--- config.mk ---
export PLATFORM = sky130hd
export DESIGN_NAME = mem_port_arbiter
export DESIGN_NICKNAME = d
export VERILOG_FILES = /design/src/rtl/mem_port_arbiter.sv
export SDC_FILE = /design/constraint.sdc
export NUM_CORES = 1
export LEC_CHECK = 0
export CORE_MARGIN = 5
export CORE_UTILIZATION = 41
export DETAILED_ROUTE_END_ITERATION = 12
export GPL_ROUTABILITY_DRIVEN = 0
export GPL_TIMING_DRIVEN = 0
export HOLD_SLACK_MARGIN = 0.15
export PLACE_DENSITY = 0.81
export SYNTH_ARGS = -nofsm -noshare
export SYNTH_HDL_FRONTEND = slang
export SYNTH_SLANG_ARGS = --single-unit
--- constraint.sdc ---
create_clock -name clk -period 5.47 [get_ports clk]
set_input_delay 1.094 -clock clk [delete_from_list [all_inputs] [get_ports clk]]
set_output_delay 1.094 -clock clk [all_outputs]
set_load 0.1 [all_outputs]
--- src/rtl/mem_port_arbiter.sv ---
// Arbitrates one single-ported memory between instruction fetch and load/store.
// Define MEM_ARB_RR_EN for round-robin tie-breaking; otherwise LS wins every tie.
module mem_port_arbiter #(
    parameter int unsigned ADDR  = 32,
    parameter int unsigned WORD  = 32,
    parameter int unsigned W_OPR = 32
) (
    input  logic             clk,
    input  logic             reset,
    input  logic             if_req_i,
    input  logic [ADDR-1:0]  if_addr_i,
    output logic [WORD-1:0]  if_data_o,
    output logic             if_valid_o,
    output logic             if_stall_o,
    input  logic             ls_req_i,
    input  logic             ls_write_i,
    input  logic [ADDR-1:0]  ls_addr_i,
    input  logic [W_OPR-1:0] ls_data_i,
    output logic [W_OPR-1:0] ls_data_o,
    output logic             ls_valid_o,
    output logic             ls_stall_o,
    output logic             mem_req_o,
    output logic             mem_write_o,
    output logic [ADDR-1:0]  mem_addr_o,
    output logic [W_OPR-1:0] mem_data_o,
    input  logic [W_OPR-1:0] mem_data_i,
    input  logic             mem_ack_i
);

    typedef enum logic [1:0] {IDLE, BUSY, DONE} state_t;
    typedef enum logic {OWN_IF, OWN_LS} owner_t;

    state_t           state_q, state_d;
    owner_t           owner_q, owner_d;
    logic             mem_req_d, mem_write_d;
    logic [ADDR-1:0]  mem_addr_d;
    logic [W_OPR-1:0] mem_data_d;
    logic [WORD-1:0]  if_data_d;
    logic [W_OPR-1:0] ls_data_d;
    logic             if_valid_d, ls_valid_d;
    logic             grant_ls;

    // Owner register doubles as the round-robin history (resets to IF).
`ifdef MEM_ARB_RR_EN
    assign grant_ls = ls_req_i & (~if_req_i | (owner_q == OWN_IF));
`else
    assign grant_ls = ls_req_i;
`endif

    assign if_stall_o = if_req_i & ~if_valid_o;
    assign ls_stall_o = ls_req_i & ~ls_valid_o;

    always_comb begin
        state_d     = state_q;
        owner_d     = owner_q;
        mem_write_d = mem_write_o;
        mem_addr_d  = mem_addr_o;
        mem_data_d  = mem_data_o;
        if_data_d   = if_data_o;
        ls_data_d   = ls_data_o;
        case (state_q)
            IDLE: begin
                if (ls_req_i | if_req_i) begin
                    state_d = BUSY;
                    if (grant_ls) begin
                        owner_d     = OWN_LS;
                        mem_write_d = ls_write_i;
                        mem_addr_d  = ls_addr_i;
                        mem_data_d  = ls_data_i;
                    end else begin
                        owner_d     = OWN_IF;
                        mem_write_d = 1'b0;
                        mem_addr_d  = if_addr_i;
                        mem_data_d  = '0;
                    end
                end
            end
            BUSY: begin
                if (mem_ack_i) begin
                    state_d = DONE;
                    if (!mem_write_o) begin
                        if (owner_q == OWN_IF) if_data_d = mem_data_i[WORD-1:0];
                        else                   ls_data_d = mem_data_i;
                    end
                end
            end
            DONE:    state_d = IDLE;
            default: state_d = IDLE;
        endcase
        mem_req_d  = (state_d == BUSY);
        if_valid_d = (state_d == DONE) && (owner_d == OWN_IF);
        ls_valid_d = (state_d == DONE) && (owner_d == OWN_LS);
    end

    always_ff @(posedge clk or posedge reset) begin
        if (reset) begin
            state_q     <= IDLE;
            owner_q     <= OWN_IF;
            mem_req_o   <= 1'b0;
            mem_write_o <= 1'b0;
            mem_addr_o  <= '0;
            mem_data_o  <= '0;
            if_data_o   <= '0;
            ls_data_o   <= '0;
            if_valid_o  <= 1'b0;
            ls_valid_o  <= 1'b0;
        end else begin
            state_q     <= state_d;
            owner_q     <= owner_d;
            mem_req_o   <= mem_req_d;
            mem_write_o <= mem_write_d;
            mem_addr_o  <= mem_addr_d;
            mem_data_o  <= mem_data_d;
            if_data_o   <= if_data_d;
            ls_data_o   <= ls_data_d;
            if_valid_o  <= if_valid_d;
            ls_valid_o  <= ls_valid_d;
        end
    end

endmodule
# Yosys cells after proc, flatten, opt, wreduce, memory -nomap -nowiden
# Cells that the tools add are included.
# op_classes
eq_ne,3
n_mux,9
bitwise,8
n_reduce_logical,6
# ops
cell,n
$mux 32,2
$reduce_and 4->1,2
$not 1->1,5
$eq 2x1->1 const B,2
$mux 1,4
$mux 2,2
$pmux 2 s2,1
$and 1x1->1,2
$eq 2x2->1 const B,1
$logic_and 1x1->1,2
$logic_not 2->1,1
$reduce_and 2->1,1
$or 1x1->1,1
# totals
reg_bits,135
in_bits,134
output_inout_bits,134
wordCells,36

# Longest topological paths before layout
# Gate-level depths: netlist (run 1).
# logic_depth
depth_word,5
depth_mapped,5
mapped_depth_nobuf,3

# Worst setup path before layout (run 1)
# Ideal clock, no wire load.
# synth_timing
path_type,input to output
from,input ls_req_i
to,output ls_stall_o
t_arrival_ns,2.830
t_required_ns,4.376
slack_ns,1.546
path_stages,3
path_buffers,2
cell_sequence,buf_2 buf_2 nor2b_1
# synth_between
elab_chain_len,1
# synth_lines
item,line_no,rtl
start: declaration,15,"input logic ls_req_i,"
$and 1x1->1,51,assign ls_stall_o = ls_req_i & ~ls_valid_o;
end: declaration,21,"output logic ls_stall_o,"
# No other way between the ends.

# Final worst setup path (run 1)
# Ends and elaborated chain as after synthesis.

==> key figures, run 1 <==
Timing
  • Period minus WS final: 4.00 ns
  • Clk_skew: 0.00842 ns
  • Final hold vios: 0
  • Final Setup Violations: 0
  • Slew @ Worst Pin: 1.05 ns
  • Fin. max-slew vios: 0
  • Max Clock Freq: 250 MHz
  • RSZ-0062 raised after global routing: false
  • Rel. slew slack: 30.1%
  • Hold slack: 0.496 ns
  • Final period utilization: 73.1%

Clocking
  • CTS tree: yes
  • Clk pin slew, worst setup/hold paths: 0.06 ns
  • Clock buffer depth: 2
  • Worst-skew pair later-pin latency: 0.42 ns
  • # resized after CTS: 0
  • Root Driver: clkbuf_16
  • Sink Count: 135
  • Postcts setup bufs: 0
  • Cts hold-fix bufs: 0
  • H-tree depth: 4
  • TritonCTS Buffers: 17

Worst setup path
  • Reg2reg path depth: 3
  • Max stage delay on crit path: 1.14 ns
  • CP dominant cell by count: buf_2
  • Total stage count of the critical path: 4
  • CP max FO: 10
  • Crit path arrival time: 2.90 ns
  • Critical Path RT: 4.38 ns
  • Ordered cell list for the critical path: buf_2 -> buf_2 -> nor2b_1 -> clkdlybuf4s50_1
  • Crit end category: output pin
  • Critical path buffers and inverters: 3
  • Critical path type: in2out
  • Worst setup SP type: input port
  • Slowest stage cell on the critical path: clkdlybuf4s50_1
  • CP delay by family, top: buffers and inverters

Worst hold path
  • Hold depth: 1
  • Worst min path class: reg2reg

Floorplan
  • Starting density of the core: 41.7%
  • DIE AREA: 15,800 sq um
  • # IOs: 268
  • CORE AREA: 13,200 sq um
  • Row cnt: 42
  • Chip width: 126 um
  • Die H: 126 um

Detailed routing
  • Initial drt markers: 87
  • Via count: 3,883
  • Final ANT Viol Nets: 0
  • Via-per-instance ratio: 4.80
  • WL final: 15,600 um
  • # DRC: 0
  • DRT Pass-1 Iters: 4
  • Drt wl/cell: 19.3 um

Cells and area
  • Fillcell total: 929
  • Core Util, Final: 68.0%
  • Layout cells sized above 1: 29.1%
  • Most common cell after layout, fill and taps aside: clkdlybuf4s50_1
  • Nets@finish: 754
  • Antenna Diode Count: 0
  • Cell Count, Final, Fillers Out: 809
  • Register area: 3380 sq um
  • Multi-input gate area: 1970 sq um
  • Most frequent cells in the layout: 266 x clkdlybuf4s50_1, 135 x dfrtp_1, 96 x mux2_2
  • Synth-to-layout area growth: 63.0%

Logic synthesis
  • Synth unique cells: 22
  • Syn Area/Cell: 16.5 sq um
  • Top cell type by total area after synthesis: dfrtp_1
  • Sequential-to-total area share from yosys stat: 61.4%
  • Yosys reg bits: 135
  • Mapped Cells: 334
  • Post-Syn Area: 5500 sq um
  • Synthesized Nets: 468
  • Most area-consuming cells after synthesis: dfrtp_1 61%, mux2_2 20%, mux2_4 8.2%, a22o_1 5.3%, buf_6 1.2%
  • Top-area cell type share of the netlist area: 61.4%
  • Yosys warning count: 0

Placed design
  • Cells after DPL: 777
  • Post-DP HPWL: 12,100 um
  • I/O Buffers: 266

Outcome
  • Status: finished, final reports clean

Global routing
  • First-pass GRT wire length: 25,300 um
  • GR Overflow Total: 0
  • Total track usage: 20.4%
  • Vias in the first global route: 4,521
  • Largest net degree at the start of global routing: 71
  • Initial antenna violation count: 0

Flow run
  • Max Cap Viol: 0
==> metal layers <==
layer | track usage (%) | part of all wire [%]
met1 | 22.9 | 39
met2 | 33.5 | 48
met3 | 11.0 | 11
met4 | 6.56 | 1.7
met5 | 0 | 0
==> worst reg2reg max path: cells and delay by family, from the launching register on <==
| kind | cells | cell delay, ns |
|---|---|---|
| mux | 1 | 0.35 |
| buf+inv | 1 | 0.23 |
| flops | 1 | 0.45 |
| simple gates | 1 | 0.51 |
==> logic make-up (layout without fill, tap and decap cells) <==
family	Yosys count	count (layout)	share of synthesized area [%]
buffers and inverters	22	321	2.80
DFF	135	135	61.4
and+or+nand+nor	11	11	1.77
AOI/OAI and AO/OA	38	38	5.82
muxes	128	128	28.2
==> stage by stage <==
stage | setup WS [ns] | area [sq um] | setup TNS (ns)
floorplan | 0.765 | 5500 | 0
global placement | -0.926 | 8390 | -124.11
detailed placement | 1.44 | 8420 | 0
CTS | 1.43 | 8970 | 0
global route | 1.38 | 8970 | 0
finish | 1.47 | 8970 | 0
==> synthesized netlist by cell type <==
cell type / instances
inv_1: 1
a21o_1: 1
a2111oi_0: 1
o21ai_0: 2
a22o_1: 33
buf_6: 6
nand2_1: 2
o21ai_1: 1
mux2_2: 96
mux2_1: 2
and3b_2: 1
nor2b_1: 2
nand2b_1: 1
buf_4: 3
nor4_4: 1
and4b_1: 1
and2_1: 1
nor2_1: 1
mux2_4: 30
dfrtp_1: 135
buf_2: 12
nand3b_4: 1
==> flip-flops by register name, summed over array words and instances, names as in the netlist <==
name and cells:
if_data_o 32, if_valid_o 1, ls_data_o 32, ls_valid_o 1, mem_addr_o 32, mem_data_o 32, mem_req_o 1, mem_write_o 1
owner_q 1, state_q 2
==> worst paths after layout <==
check                         startpoint       endpoint  slack (ns)
max                             ls_req_i     ls_stall_o        1.47
min reg2reg                if_data_o[22]  if_data_o[22]        0.50
max in group asynchronous          reset  ls_data_o[18]        3.60
min in group asynchronous          reset  mem_addr_o[3]        1.12
max reg2reg                   state_q[1]  if_data_o[24]        3.81
min                        if_data_o[22]  if_data_o[22]        0.50
==> area by class of cell <==
class                   instances  share of cell area, %
flip-flops and latches        135                   37.6
repair buffers                267                   30.0
multi-input cells             177                   22.0
clock buffers                  18                   4.89
well taps                     176                   2.45
plain buffers                  21                   1.67
clock inverters                14                   1.28
inverters                       1                 0.0976
Power of run 1 is not shown: default switching activity piles up to over one toggle a cycle in this logic, so the estimate is an artifact.
==> run 2, diff against run 1 <==
- clock period: 5.47 -> 3.8 ns (I/O delays scaled with it)
==> key figures, run 2 (synthesis results as in run 1) <==
Clocking
  • Postcts setup bufs: 0
  • Clk pin slew, worst setup/hold paths: 0.05 ns
  • H-tree depth: 4
  • Cts hold-fix bufs: 0
  • Sink Count: 135
  • # resized after CTS: 0
  • Root Driver: clkbuf_16
  • Clock buffer depth: 2
  • TritonCTS Buffers: 17
  • Worst-skew pair later-pin latency: 0.41 ns
  • CTS tree: yes

Worst setup path
  • Critical Path RT: 3.04 ns
  • Crit end category: output pin
  • Reg2reg path depth: 3
  • Ordered cell list for the critical path: clkdlybuf4s50_1 -> nor2b_1 -> clkdlybuf4s50_1
  • CP max FO: 3
  • Reg2Reg Setup Slack: 2.13 ns
  • Crit path arrival time: 2.57 ns
  • CP dominant cell by count: clkdlybuf4s50_1
  • Slowest stage cell on the critical path: clkdlybuf4s50_1
  • Max stage delay on crit path: 1.15 ns
  • Critical path type: in2out
  • Worst R2R Start: owner_q
  • Worst reg2reg path endpoint: if_data_o[24]
  • Worst setup SP type: input port

Timing
  • Final period utilization: 87.7%
  • Max Clock Freq: 300 MHz
  • Period minus WS final: 3.33 ns
  • Fin. max-slew vios: 0
  • Clk_skew: 0.00539 ns
  • Rel. slew slack: 31.1%
  • Final hold vios: 0
  • Slew @ Worst Pin: 1.03 ns
  • Setup Total Neg Slack: 0 ns
  • Final Setup Violations: 0
  • RSZ-0062 raised after global routing: false

Cells and area
  • Synth-to-layout area growth: 65.2%
  • Fillcell total: 919
  • Nets@finish: 756
  • Most frequent cells in the layout: 266 x clkdlybuf4s50_1, 135 x dfrtp_1, 96 x mux2_2
  • Most common cell after layout, fill and taps aside: clkdlybuf4s50_1
  • Antenna Diode Count: 0
  • Layout cells sized above 1: 29.1%

Worst hold path
  • Worst-case hold path end point: if_data_o[21]
  • Worst min path class: reg2reg
  • Hold depth: 1
  • Hold wc startpoint: if_data_o[21]

Outcome
  • Status: finished, final reports clean

Detailed routing
  • DRT Pass-1 Iters: 5
  • Drt wl/cell: 19.4 um
  • WL final: 15,700 um
  • Final ANT Viol Nets: 0
  • Initial drt markers: 168
  • Via count: 3,984
  • Via-per-instance ratio: 4.91
  • # DRC: 0

Global routing
  • GR Layer Usage met2: 33.5%
  • Initial antenna violation count: 0
  • Largest net degree at the start of global routing: 42
  • GR Overflow Total: 0
  • GR Util met1: 22.7%
  • Total track usage: 20.3%
  • First-pass GRT wire length: 25,400 um
  • Vias in the first global route: 4,623
  • Gr busiest metal: met2
  • Met3 usage: 10.2%

Floorplan
  • Starting density of the core: 41.7%
  • # IOs: 268
  • Die H: 126 um
  • Row cnt: 42
  • DIE AREA: 15,800 sq um
  • CORE AREA: 13,200 sq um
  • Chip width: 126 um

Placed design
  • I/O Buffers: 266
  • Post-DP HPWL: 12,000 um

Flow run
  • Max Cap Viol: 0
[run 2: changes by cell type in the layout (fill, tap and decap cells not counted), sizes merged]
cell,delta
inv,-7
bufinv,+4
clkbuf,+3
buf,+2
clkinv,-1
clkinvlp,+1
[run 2: area by class of cell]
type,count,area [sq um],area share (%)
repair buffers,269,2720,29.9
flip-flops and latches,135,3380,37.2
inverters,1,7.51,0.0826
multi-input cells,177,1970,21.7
plain buffers,21,150,1.65
clock inverters,11,171,1.89
well taps,176,220,2.42
clock buffers,21,470,5.17
[run 2: per-stage QoR]
| stage | worst slack [ns] | instances | util [%] | hold slack [ns] | instance area [sq um] |
|---|---|---|---|---|---|
| detailed placement | 0.439 | 779 | 64.1 | 0.481 | 8450 |
| finish | 0.469 | 811 | 68.9 | 0.493 | 9090 |
| global route | 0.406 | 811 | 68.9 | 0.513 | 9090 |
| global placement | 0.251 | 776 | 63.6 | 0.472 | 8390 |
| floorplan | 0.544 | 334 | - | 0.551 | 5510 |
| CTS | 0.439 | 811 | 68.9 | 0.494 | 9090 |
[run 2: worst max path at each step]
stage | startpoint | to | slack (ns) | depth (start not counted)
after floorplan | ls_req_i | ls_stall_o | 0.54 | 3
after global placement | reset | mem_addr_o[7] | 0.25 | 2
after detailed placement | if_req_i | if_stall_o | 0.44 | 3
after CTS | if_req_i | if_stall_o | 0.44 | 3
after global routing | if_req_i | if_stall_o | 0.41 | 3
final | if_req_i | if_stall_o | 0.47 | 3
[run 2: metal layers]
| layer | vias to the layer above | wire, um |
|---|---|---|
| met5 | - | 0 |
| met2 | 205 | 7560 |
| li1 | 1793 | - |
| met4 | 0 | 344 |
| met1 | 1961 | 6050 |
| met3 | 25 | 1780 |
[run 2: critical path: cells and delay by family]
| family | cells | cell delay [ns] |
|---|---|---|
| buffers and inverters | 2 | 1.67 |
| AND/OR/NAND/NOR | 1 | 0.14 |
Power of run 2 is left out for the same reason.
